File: config.mk
export PLATFORM = sky130hd
export DESIGN_NAME = pe_seq_ctrl
export DESIGN_NICKNAME = d
export VERILOG_FILES = /design/src/rtl/pe_pkg.sv /design/src/rtl/pe_seq_lane.sv /design/src/rtl/pe_seq_ctrl.sv
export SDC_FILE = /design/constraint.sdc
export NUM_CORES = 1
export LEC_CHECK = 0
export BUFFER_PORTS_ARGS = -buffer_cell sky130_fd_sc_hd__clkbuf_2
export CAP_MARGIN = 20
export CORE_AREA = 2 2 258 260
export DETAILED_ROUTE_END_ITERATION = 7
export DIE_AREA = 0 0 260 262
export PLACE_DENSITY = 0.71
export SYNTH_ARGS = -nofsm -noshare
export SYNTH_HDL_FRONTEND = slang
export SYNTH_HIERARCHICAL = 1
export SYNTH_SLANG_ARGS = --single-unit
File: constraint.sdc
create_clock -name CLK -period 3.9 [get_ports CLK]
set_input_delay 0.39 -clock CLK [delete_from_list [all_inputs] [get_ports CLK]]
set_output_delay 0.39 -clock CLK [all_outputs]
set_load 0.1 [all_outputs]
File: src/rtl/pe_pkg.sv
// pe_pkg: shared constants and types for the pe_add1 input-lane sequencer.
package pe_pkg;
    localparam int NLANE = 4;
    localparam int W     = 64;
    localparam int LENW  = 32;
    typedef enum logic [1:0] {IDLE, HDR, PAY, FIN} seq_state_t;
    typedef logic [W-1:0]    word_t;
    typedef logic [LENW-1:0] len_t;
endpackage

File: src/rtl/pe_seq_lane.sv
// pe_seq_lane: one lane's header+payload sequencer with backpressure.
// Optional stall counter enabled by PE_SEQ_STALL_CNT_EN.
module pe_seq_lane
    import pe_pkg::*;
(
`ifdef PE_SEQ_STALL_CNT_EN
    output logic [31:0]     stall_cnt,
`endif
    input  logic            clk,
    input  logic            rst_n,
    input  logic            go,
    input  logic [W-1:0]    dest,
    input  logic [LENW-1:0] len,
    output logic            busy,
    output logic            done,
    output logic [W-1:0]    d,
    output logic            d_valid,
    input  logic            d_bp
);
    seq_state_t state_q, state_d;
    word_t      dest_q, dest_d;
    len_t       len_q, len_d, cnt_q, cnt_d;
    logic       xfer;

    assign busy    = state_q != IDLE;
    assign done    = state_q == FIN;
    assign d_valid = state_q == HDR || state_q == PAY;
    assign d       = state_q == HDR ? dest_q : state_q == PAY ? word_t'(cnt_q) : '0;
    assign xfer    = d_valid && !d_bp;

    // Terminal compare on cnt_q == len_q-1 happens before the increment, so CNT never wraps.
    always_comb begin
        state_d = state_q;
        dest_d  = dest_q;
        len_d   = len_q;
        cnt_d   = cnt_q;
        case (state_q)
            IDLE: if (go) begin
                state_d = HDR;
                dest_d  = dest;
                len_d   = len;
                cnt_d   = '0;
            end
            HDR: if (xfer) state_d = (len_q != '0) ? PAY : FIN;
            PAY: if (xfer) begin
                cnt_d   = cnt_q + len_t'(1);
                state_d = (cnt_q == len_q - len_t'(1)) ? FIN : PAY;
            end
            default: state_d = IDLE;
        endcase
    end

    always_ff @(posedge clk or negedge rst_n) begin
        if (!rst_n) begin
            state_q <= IDLE;
            dest_q  <= '0;
            len_q   <= '0;
            cnt_q   <= '0;
        end else begin
            state_q <= state_d;
            dest_q  <= dest_d;
            len_q   <= len_d;
            cnt_q   <= cnt_d;
        end
    end

`ifdef PE_SEQ_STALL_CNT_EN
    logic [31:0] stall_q, stall_d;
    always_comb
        stall_d = (state_q == IDLE && go) ? '0 :
                  (d_valid && d_bp && stall_q != '1) ? stall_q + 32'd1 : stall_q;
    always_ff @(posedge clk or negedge rst_n) begin
        if (!rst_n) stall_q <= '0;
        else        stall_q <= stall_d;
    end
    assign stall_cnt = stall_q;
`endif
endmodule

File: src/rtl/pe_seq_ctrl.sv
// pe_seq_ctrl: NLANE independent command sequencers feeding the pe_add1 input lanes.
// Define PE_SEQ_STALL_CNT_EN to add the per-lane STALL_CNT output.
module pe_seq_ctrl
    import pe_pkg::*;
(
`ifdef PE_SEQ_STALL_CNT_EN
    output logic [NLANE-1:0][31:0]     STALL_CNT,
`endif
    input  logic                       CLK,
    input  logic                       RST,
    input  logic [NLANE-1:0]           GO,
    input  logic [NLANE-1:0][W-1:0]    DEST,
    input  logic [NLANE-1:0][LENW-1:0] LEN,
    output logic [NLANE-1:0]           BUSY,
    output logic [NLANE-1:0]           DONE,
    output logic [NLANE-1:0][W-1:0]    D,
    output logic [NLANE-1:0]           D_VALID,
    input  logic [NLANE-1:0]           D_BP
);
    for (genvar i = 0; i < NLANE; i++) begin : g_lane
        pe_seq_lane u_lane (
`ifdef PE_SEQ_STALL_CNT_EN
            .stall_cnt (STALL_CNT[i]),
`endif
            .clk       (CLK),
            .rst_n     (RST),
            .go        (GO[i]),
            .dest      (DEST[i]),
            .len       (LEN[i]),
            .busy      (BUSY[i]),
            .done      (DONE[i]),
            .d         (D[i]),
            .d_valid   (D_VALID[i]),
            .d_bp      (D_BP[i])
        );
    end
endmodule

======== Word-level counts from Yosys, hierarchy flattened ========
Index checks and enable logic that the tools add are counted.
word-level totals
  output and inout port bits .............. 268
  logic and storage cells ................. 136
  bits of input ports ..................... 394
  register bits ........................... 520
cells by class
  multiplexer cells ....................... 44
  equal/unequal tests ..................... 28
  reduce and logical (&&, ||, !) cells .... 40
  $add $sub $neg .......................... 8
operators with widths
  operator                                                               number
  32-bit 2-to-1 mux                                                      12
  64-bit 2-to-1 mux                                                      4
  32-bit one-hot mux with 2 select lines                                 4
  32-bit by 1-bit adder with 32-bit output (second input constant)       4
  32-bit == test                                                         4
  32-bit nonzero test                                                    4
  32-bit by 1-bit subtractor with 32-bit output (second input constant)  4
  2-bit 2-to-1 mux                                                       12
  2-bit one-hot mux with 3 select lines                                  4
  3-bit AND reduction                                                    8
  2-bit == test (second input constant)                                  8
  2-bit by 1-bit != test with 1-bit output (second input constant)       8
  2-bit nonzero test                                                     8
  2-bit by 1-bit == test with 1-bit output (second input constant)       4
  2-bit logical NOT                                                      4
  1-bit 2-to-1 mux                                                       8
  2-bit != test (second input constant)                                  4
  2-bit AND reduction                                                    4
  1-bit logical AND                                                      4
  1-bit logical NOT                                                      4
  1-bit logical OR                                                       4

======== Logic depth before layout (Yosys ltp) ========
Gate-level depths: netlist of the first run.
  word-level depth ........................ 5
  depth in mapped cells ................... 12
  depth with buffers taken out ............ 10

======== Hierarchy ========
Netlist of the first run, hierarchy kept.
modules (own cells, without submodules)
  module                               area each (um^2)  sequential area each (um^2)  times used  cells an instance
  pe_seq_lane at g_lane[0].u_lane ...  7233.2            3253.1                       2           716
  pe_seq_lane at g_lane[2].u_lane      7200.7            3253.1                       1           712
  pe_seq_lane at g_lane[3].u_lane      7105.6            3253.1                       1           710

======== Worst setup path before layout of the first run ========
OpenSTA, ideal clock, no wires.
  kind .................................... flip-flop to output port
  start ................................... register g_lane[3].u_lane.state_q[0]
  end ..................................... output port D[206] (netlist bit)
  data required time ...................... 3510 ps
  arrival ................................. 3381 ps
  buffers on the path ..................... 2
  path slack .............................. 129 ps
  cell stages (with the launch flop) ...... 7
  cell sequence ........................... dfrtp_1 > inv_1 > ha_1 > clkbuf_1 > clkbuf_1 > nand2_1 > o21ai_0
RTL lines
  element                 RTL line           RTL
  from (decl)             pe_seq_lane.sv:20  seq_state_t state_q, state_d;
  from (signal assigned)  pe_seq_lane.sv:60  state_q <= state_d;
  to (decl)               pe_seq_ctrl.sv:16  output logic [NLANE-1:0][W-1:0] D,

==> impl_results.md, run 1 <==
* Status: finished clean
* Die H at 262 um
* Largest cells by area after synthesis: dfrtp_1 (45%), mux2_2 (15%), nand2_1 (4.8%)
* Pre-antenna DRT Iters at 5
* Max VDD drop at 0.0005812 V
* DRT iter0 DRCs at 1,761
* Final non-filler cell total at 4,653
* Cells after Synth at 2,854
* CTS tree: yes
* CTS hold repair buffers at 314
* Total Neg Setup Slack at 0 ns
* Design Area, Final at 0.03796 sq mm
* Worst reg2reg path startpoint: g_lane[0].u_lane/state_q[0]
* Slowest CP cell: ha_1
* Critical Path RT at 3.51 ns
* Syn_nets at 3,272
* DRC at 0
* Initial antenna violation count at 6
* Minimum clock period at 3.532 ns
* Congestion Overflow GR at 0
* Placed Instance Area at 0.03283 sq mm
* Slew headroom at 44.57%
* Largest delay contributor family on the critical path: buffers and inverters
* Reg2Reg Setup Slack at 0.58 ns
* Net count, final at 4,157
* Port buffer count at 661
* Placed Cells at 4,230
* CP Cell Sequence: inv_1 > ha_1 > buf_4 > nand2_1 > o21ai_0 > clkbuf_2
* Startpoint of the worst hold path: DEST[81]
* DP Wirelength at 60,810 um
* CTS H-tree depth at 2
* Crit Path Category: flip-flop to output pin
* Actual slew at the worst max-slew pin at 0.8314 ns
* Fillcell total at 5,364
* Post-CTS Setup Bufs at 0
* ANT nets after route at 0
* Root Buffer: clkbuf_16
* Post-synthesis sequential area ratio at 45.23%
* Worst min-delay path category: input pin to flip-flop
* First-pass GRT wire length at 135,600 um
* Longest Clk Path Bufs at 3
* Post-synth EDFFs at 0
* Num Clock Sinks at 520
* Power Dens Cells at 792.0 mW/mm^2
* Period Utilization, post-route at 90.56%
* Share of layout cells above drive strength 1 at 33.24%
* Rows at 94
* CTS buffer count at 57
* Number of distinct library cells after synthesis at 84
* Min-Delay Endpoint: g_lane[1].u_lane/dest_q[17]
* Max Fclk at 283.1 MHz
* CP endpoint kind: output pin
* Ports at 662
* CTS resizes at 0
* Async SR Flop Fraction at 100.0%
* Post-synthesis register bit count at 520
* Pin count of the biggest net entering global routing at 98
* Fin Clk Skew at 0.02264 ns
* Vias in the first global route at 25,080
* Ys flop type: dfrtp_1
* Die W at 260 um
* Final Slew Violations at 0
* Syn Area/Cell at 10.08 sq um
* Die area at 0.06812 sq mm
* CP max stage delay at 0.63 ns
* Starting density of the core at 44.08%
* Total number of vias at 24,810
* Number of synthesis warnings at 6
* GRT Total Usage at 24.90%
* Worst EP arrival at 3.14 ns
* Final hold violation count at 0
* DR WL/cell at 18.80 um
* Routed wire length at 87,480 um
* Clock latency on the worst-skew pair at 0.62 ns
* Syn-to-layout area delta at 31.94%
* Crit. Startpoint: g_lane[0].u_lane/state_q[0]
* Pleak at 16.88 nW
* Register clock-pin slew on the reported worst setup and hold paths at 0.06 ns
* GPL Wtd Cong at 0.9237
* Util after Layout at 58.16%
* CP Max Fanout at 23
* Hold Slack at 0.02821 ns
* # setup viols final at 0
* Share of the synthesized area in the top cell type at 45.23%
* Core Area at 0.06528 sq mm
* Max_cap viols at 0
* Vias/cell at 5.333
* RSZ-0062 raised after global routing: no
* Startpoint Class: flip-flop
* Critical path buffers and inverters at 3
* Biggest area consumer among synthesized cells: dfrtp_1
* Depth of the worst hold-timing path at 2
* R2R depth at 8
* Mapped cell area at 0.02877 sq mm
* RR Endpoint: g_lane[0].u_lane/cnt_q[24]
==> state kept, by name (all words and copies together) (netlist names) <==
register	cells
g_lane.u_lane/dest_q	256
g_lane.u_lane/cnt_q	128
g_lane.u_lane/len_q	128
g_lane.u_lane/state_q	8
==> synth_stat cells (8+ instances only) <==
cell,instances
dfrtp_1,520
mux2_2,389
nand2_1,371
o21ai_0,186
nor2_1,162
xor2_1,145
and2_1,134
clkbuf_1,133
xnor2_1,114
nor3_1,60
nand3_1,56
a21oi_1,52
or3_1,46
nand4_1,44
inv_1,38
buf_1,37
nor4_1,27
and3_1,25
ha_1,24
nor2b_1,20
nand2b_1,17
a31oi_1,15
nand4b_1,15
and4_1,13
or4_1,12
o31ai_1,11
buf_2,10
mux2i_1,9
nor3b_1,8
o211ai_1,8
o21a_1,8
==> per-stage QoR <==
stage               total power (W)  setup WS (ns)
finish                      0.03007         0.3683
global route                0.03156         0.1868
CTS                         0.03001         0.3270
detailed placement          0.02397         0.6153
global placement            0.02369         0.7184
floorplan                   0.02105         0.1289
==> cell families after synthesis <==
logic type	after synthesis	synth area share, %
multiplexers	398	15.54
AND/OR/NAND/NOR	1081	19.81
flip-flops	520	45.23
AO/OA/AOI/OAI	348	7.419
buffers and inverters	224	3.079
XOR/XNOR	259	7.884
adder cells (fa/ha/maj)	24	1.044
==> worst reg2reg max path: stages, from the launching register on <==
cell and delay, ns:
dfrtp_1 0.41, inv_1 0.11, ha_1 0.63, nand3b_1 0.27
a2111oi_2 0.54, nand4_1 0.35, or2_1 0.41, or3_1 0.37
a21oi_1 0.16
==> cell type report <==
class | instances | area, sq um | area share [%]
antenna | 7 | 17.52 | 0.04614
clock buffer | 74 | 1600 | 4.215
clock inverter | 28 | 370.4 | 0.9756
inverter | 38 | 142.6 | 0.3757
multi-input combinational | 2110 | 14920 | 39.31
sequential | 520 | 13010 | 34.28
tap | 864 | 1081 | 2.848
timing repair buffer | 1012 | 6814 | 17.95
==> per-layer routing <==
metal	wire (um)	share of wire, %	vias up	global-route usage (%)
met3	5976	6.8	228	5.382
met1	35100	40	12010	30.62
li1	-	-	11680	-
met2	42670	49	891	41.99
met4	3738	4.3	0	11.33
met5	0	0	-	0
==> worst max-delay path by stage <==
stage | slack [ns] | end | depth (start not counted)
after CTS | 0.33 | D[24] | 6
after global routing | 0.19 | D[24] | 6
after global placement | 0.72 | g_lane[0].u_lane/cnt_q[28] | 8
after floorplan | 0.13 | D[206] | 6
after detailed placement | 0.62 | g_lane[0].u_lane/cnt_q[24] | 8
final | 0.37 | D[24] | 6
==> placed cells by master, fill, tap and decap left out, types with 7 or more instances in the layout <==
| master | netlist | layout |
|---|---|---|
| a21oi_1 | 52 | 52 |
| a31oi_1 | 15 | 15 |
| and2_1 | 134 | 134 |
| and3_1 | 25 | 25 |
| and4_1 | 13 | 13 |
| buf_4 | 0 | 31 |
| bufinv_16 | 0 | 8 |
| clkbuf_16 | 0 | 57 |
| clkbuf_2 | 2 | 660 |
| clkbuf_8 | 0 | 11 |
| clkinv_2 | 0 | 10 |
| dfrtp_1 | 520 | 520 |
| diode_2 | 0 | 7 |
| dlygate4sd3_1 | 0 | 314 |
| ha_1 | 24 | 20 |
| inv_1 | 38 | 38 |
| mux2_2 | 389 | 389 |
| mux2i_1 | 9 | 9 |
| nand2_1 | 371 | 367 |
| nand2b_1 | 17 | 17 |
| nand3_1 | 56 | 56 |
| nand4_1 | 44 | 44 |
| nand4b_1 | 15 | 15 |
| nor2_1 | 162 | 158 |
| nor2b_1 | 20 | 20 |
| nor3_1 | 60 | 60 |
| nor3b_1 | 8 | 8 |
| nor4_1 | 27 | 27 |
| o211ai_1 | 8 | 8 |
| o21a_1 | 8 | 8 |
| o21ai_0 | 186 | 186 |
| o31ai_1 | 11 | 11 |
| or3_1 | 46 | 46 |
| or4_1 | 12 | 12 |
| xnor2_1 | 114 | 114 |
| xor2_1 | 145 | 145 |
==> report_power, final <==
| part | internal (W) | switching [W] |
|---|---|---|
| sequential | 0.00754 | 0.00203 |
| clock | 0.00341 | 0.00229 |
| combinational | 0.00469 | 0.0101 |
| total | 0.0156 | 0.0144 |
No activity file was read; power rests on OpenSTA's default activity.
==> run 2, diff against run 1 <==
--- a/config.mk
+++ b/config.mk
@@ -5,12 +5,12 @@
 export SDC_FILE = /design/constraint.sdc
 export NUM_CORES = 1
 export LEC_CHECK = 0
-export BUFFER_PORTS_ARGS = -buffer_cell sky130_fd_sc_hd__clkbuf_2
 export CAP_MARGIN = 20
 export CORE_AREA = 2 2 258 260
 export DETAILED_ROUTE_END_ITERATION = 7
 export DIE_AREA = 0 0 260 262
-export PLACE_DENSITY = 0.71
+export DONT_BUFFER_PORTS = 1
+export PLACE_DENSITY = 0.63
 export SYNTH_ARGS = -nofsm -noshare
 export SYNTH_HDL_FRONTEND = slang
 export SYNTH_HIERARCHICAL = 1
==> impl_results.md, run 2 (synthesized netlist as in run 1, its figures left out) <==
* Pleak at 15.44 nW (-8.5%)
* DR WL/cell at 21.23 um (+13%)
* Startpoint Class: flip-flop
* Slew headroom at -24.53% (-69 points)
* Placed Cells at 3,732 (-12%)
* Worst EP arrival at 2.99 ns (-0.15 ns)
* Int Power at 0.01574 W (+0.61%)
* CP Max Fanout at 49 (+110%)
* CTS hold repair buffers at 384 (+22%)
* DP Wirelength at 62,860 um (+3.4%)
* Pin count of the biggest net entering global routing at 521 (+430%)
* Violated checks: negative hold slack, max-slew violations
* Top reg by flops: g_lane.u_lane/dest_q
* ANT nets after route at 0 (unchanged)
* # setup viols final at 0 (unchanged)
* Final Slew Violations at 194 (+194)
* DRT iter0 DRCs at 1,587 (-9.9%)
* Rows at 94 (unchanged)
* Max Fclk at 296.0 MHz (+4.5%)
* Most frequent cells in the layout: dfrtp_1 (520), mux2_2 (389), dlygate4sd3_1 (384), nand2_1 (367), buf_4 (199)
* Routed wire length at 89,700 um (+2.5%)
* Longest Clk Path Bufs at 3 (unchanged)
* Placed Instance Area at 0.03119 sq mm (-5.0%)
* Period Utilization, post-route at 86.64% (-3.9 points)
* Fillcell total at 5,281 (-1.5%)
* Register clock-pin slew on the reported worst setup and hold paths at 0.06 ns (about the same)
* Regs by FF count: g_lane.u_lane/dest_q x256, g_lane.u_lane/cnt_q x128, g_lane.u_lane/len_q x128
* Total number of vias at 23,550 (-5.1%)
* GRT Total Usage at 25.43% (+0.54 points)
* Pre-antenna DRT Iters at 5 (unchanged)
* Most common cell after layout, fill and taps aside: dfrtp_1
* Die area at 0.06812 sq mm (unchanged)
* Max reg flops at 256 (unchanged)
* Port buffer count at 0 (-100%)
* Actual slew at the worst max-slew pin at 1.868 ns (+1.036 ns)
* Vias/cell at 5.574 (+4.5%)
* Critical Path RT at 3.51 ns (about the same)
* Post-CTS Setup Bufs at 0 (unchanged)
* Hold Slack at -0.5026 ns (-0.5308 ns)
* Congestion Overflow GR at 0 (unchanged)
* Ports at 662 (unchanged)
* Final hold violation count at 520 (+520)
* GPL Wtd Cong at 0.9012 (-2.4%)
* Clock Power Share at 18.3% (-0.7 points)
* Crit Path Category: flip-flop to output pin
* Starting density of the core at 44.08% (unchanged)
* Clock latency on the worst-skew pair at 0.61 ns (about the same)
* Sw Ratio at 48.30% (+0.34 points)
* Initial antenna violation count at 8 (+2)
* Final non-filler cell total at 4,225 (-9.2%)
* Minimum clock period at 3.379 ns (-0.1529 ns)
* CTS H-tree depth at 2 (unchanged)
* Max VDD drop at 0.0007268 V (+25%)
* Worst min-delay path category: input pin to asynchronous set/reset pin
* Power Dens Cells at 823.4 mW/mm^2 (+4.0%)
* RSZ-0062 raised after global routing: no
* Total Neg Setup Slack at 0 ns (unchanged)
* Die W at 260 um (unchanged)
* CTS buffer count at 58 (+1.8%)
* Vias in the first global route at 24,180 (-3.6%)
* Design Power at 0.03045 W (+1.3%)
* Design Area, Final at 0.03698 sq mm (-2.6%)
* First-pass GRT wire length at 137,300 um (+1.3%)
* Status: finished with violations
* Net count, final at 3,730 (-10%)
* Die H at 262 um (unchanged)
* Syn-to-layout area delta at 28.52%
* CP endpoint kind: output pin
* Num Clock Sinks at 520 (unchanged)
* Max_cap viols at 0 (unchanged)
* Share of layout cells above drive strength 1 at 26.32% (-6.9 points)
* Fin Clk Skew at 0.01596 ns (-0.006680 ns)
* Sw Pwr at 0.01470 W (+2.0%)
* Combinational share of power at 49.7% (+0.5 points)
* Core Area at 0.06528 sq mm (unchanged)
* Reg power frac at 32.0% (about the same)
* Root Buffer: clkbuf_16
* DRC at 0 (unchanged)
* CTS tree: yes
## run 2: cell count changes in the layout (fill, tap and decap cells not counted), sizes merged
cell and change:
buf +162, clkinv +3, clkbuf -653, clkinvlp -5, bufinv -3, diode -1
inv -1, dlygate4sd3 +70
## run 2: per-layer routing
layer  vias to the layer above  GRT usage, %  routed length, um
met5                         -             0                  0
met4                         0         8.381               2594
met3                       162         4.610               5651
met2                       860         44.61              45570
met1                     11670         31.65              35890
li1                      10860             -                  -
## run 2: area by class of cell
class	instances	area (sq um)	area share (%)
multi-input combinational	2110	15440	41.75
tap	864	1081	2.923
antenna	6	15.01	0.04060
clock buffer	81	1689	4.568
clock inverter	22	241.5	0.6530
inverter	38	142.6	0.3857
timing repair buffer	584	5358	14.49
sequential	520	13010	35.19
## run 2: power by group through the flow
stage               logic, W  clock network [W]  registers [W]
floorplan             0.0123                  0        0.00874
global placement      0.0144                  0        0.00954
detailed placement    0.0146                  0        0.00968
CTS                   0.0150            0.00570        0.00961
global route          0.0159            0.00594        0.00999
finish                0.0151            0.00558        0.00973
## run 2: path summary, 6_finish.rpt
check | slack, ns | startpoint | cells after the start | end
hold / removal | -0.50 | RST | 0 | g_lane[1].u_lane/len_q[18]
setup / recovery | 0.52 | g_lane[1].u_lane/state_q[1] | 4 | D[107]
setup reg to reg | 0.71 | g_lane[0].u_lane/len_q[13] | 7 | g_lane[0].u_lane/state_q[0]
max in group asynchronous | 2.93 | RST | 0 | g_lane[2].u_lane/cnt_q[0]
hold reg to reg | 0.50 | g_lane[0].u_lane/dest_q[63] | 1 | g_lane[0].u_lane/dest_q[63]
min in group CLK | 0.19 | GO[0] | 2 | g_lane[0].u_lane/state_q[1]
## run 2: stage by stage
| step | util [%] | hold slack (ns) | setup WS, ns |
|---|---|---|---|
| after floorplan | - | 0.09441 | 0.1289 |
| after global placement | 47.78 | 0.1058 | 0.7924 |
| after detailed placement | 47.78 | 0.1066 | 0.7680 |
| after CTS | 56.63 | -0.5442 | 0.5118 |
| after global routing | 56.65 | -0.5435 | 0.4248 |
| final | 56.65 | -0.5026 | 0.5211 |
## run 2: what timing repair did
item                                    CTS  global route
gates resized for setup                   0             0
hold endpoints to repair                904           520
endpoints found under the setup margin    0             0
## run 2: worst max-delay path, stage by stage (launching register included)
cell	delay [ns]
dfrtp_1	0.41
inv_1	0.12
ha_4	0.28
buf_4	0.60
and2_1	0.91
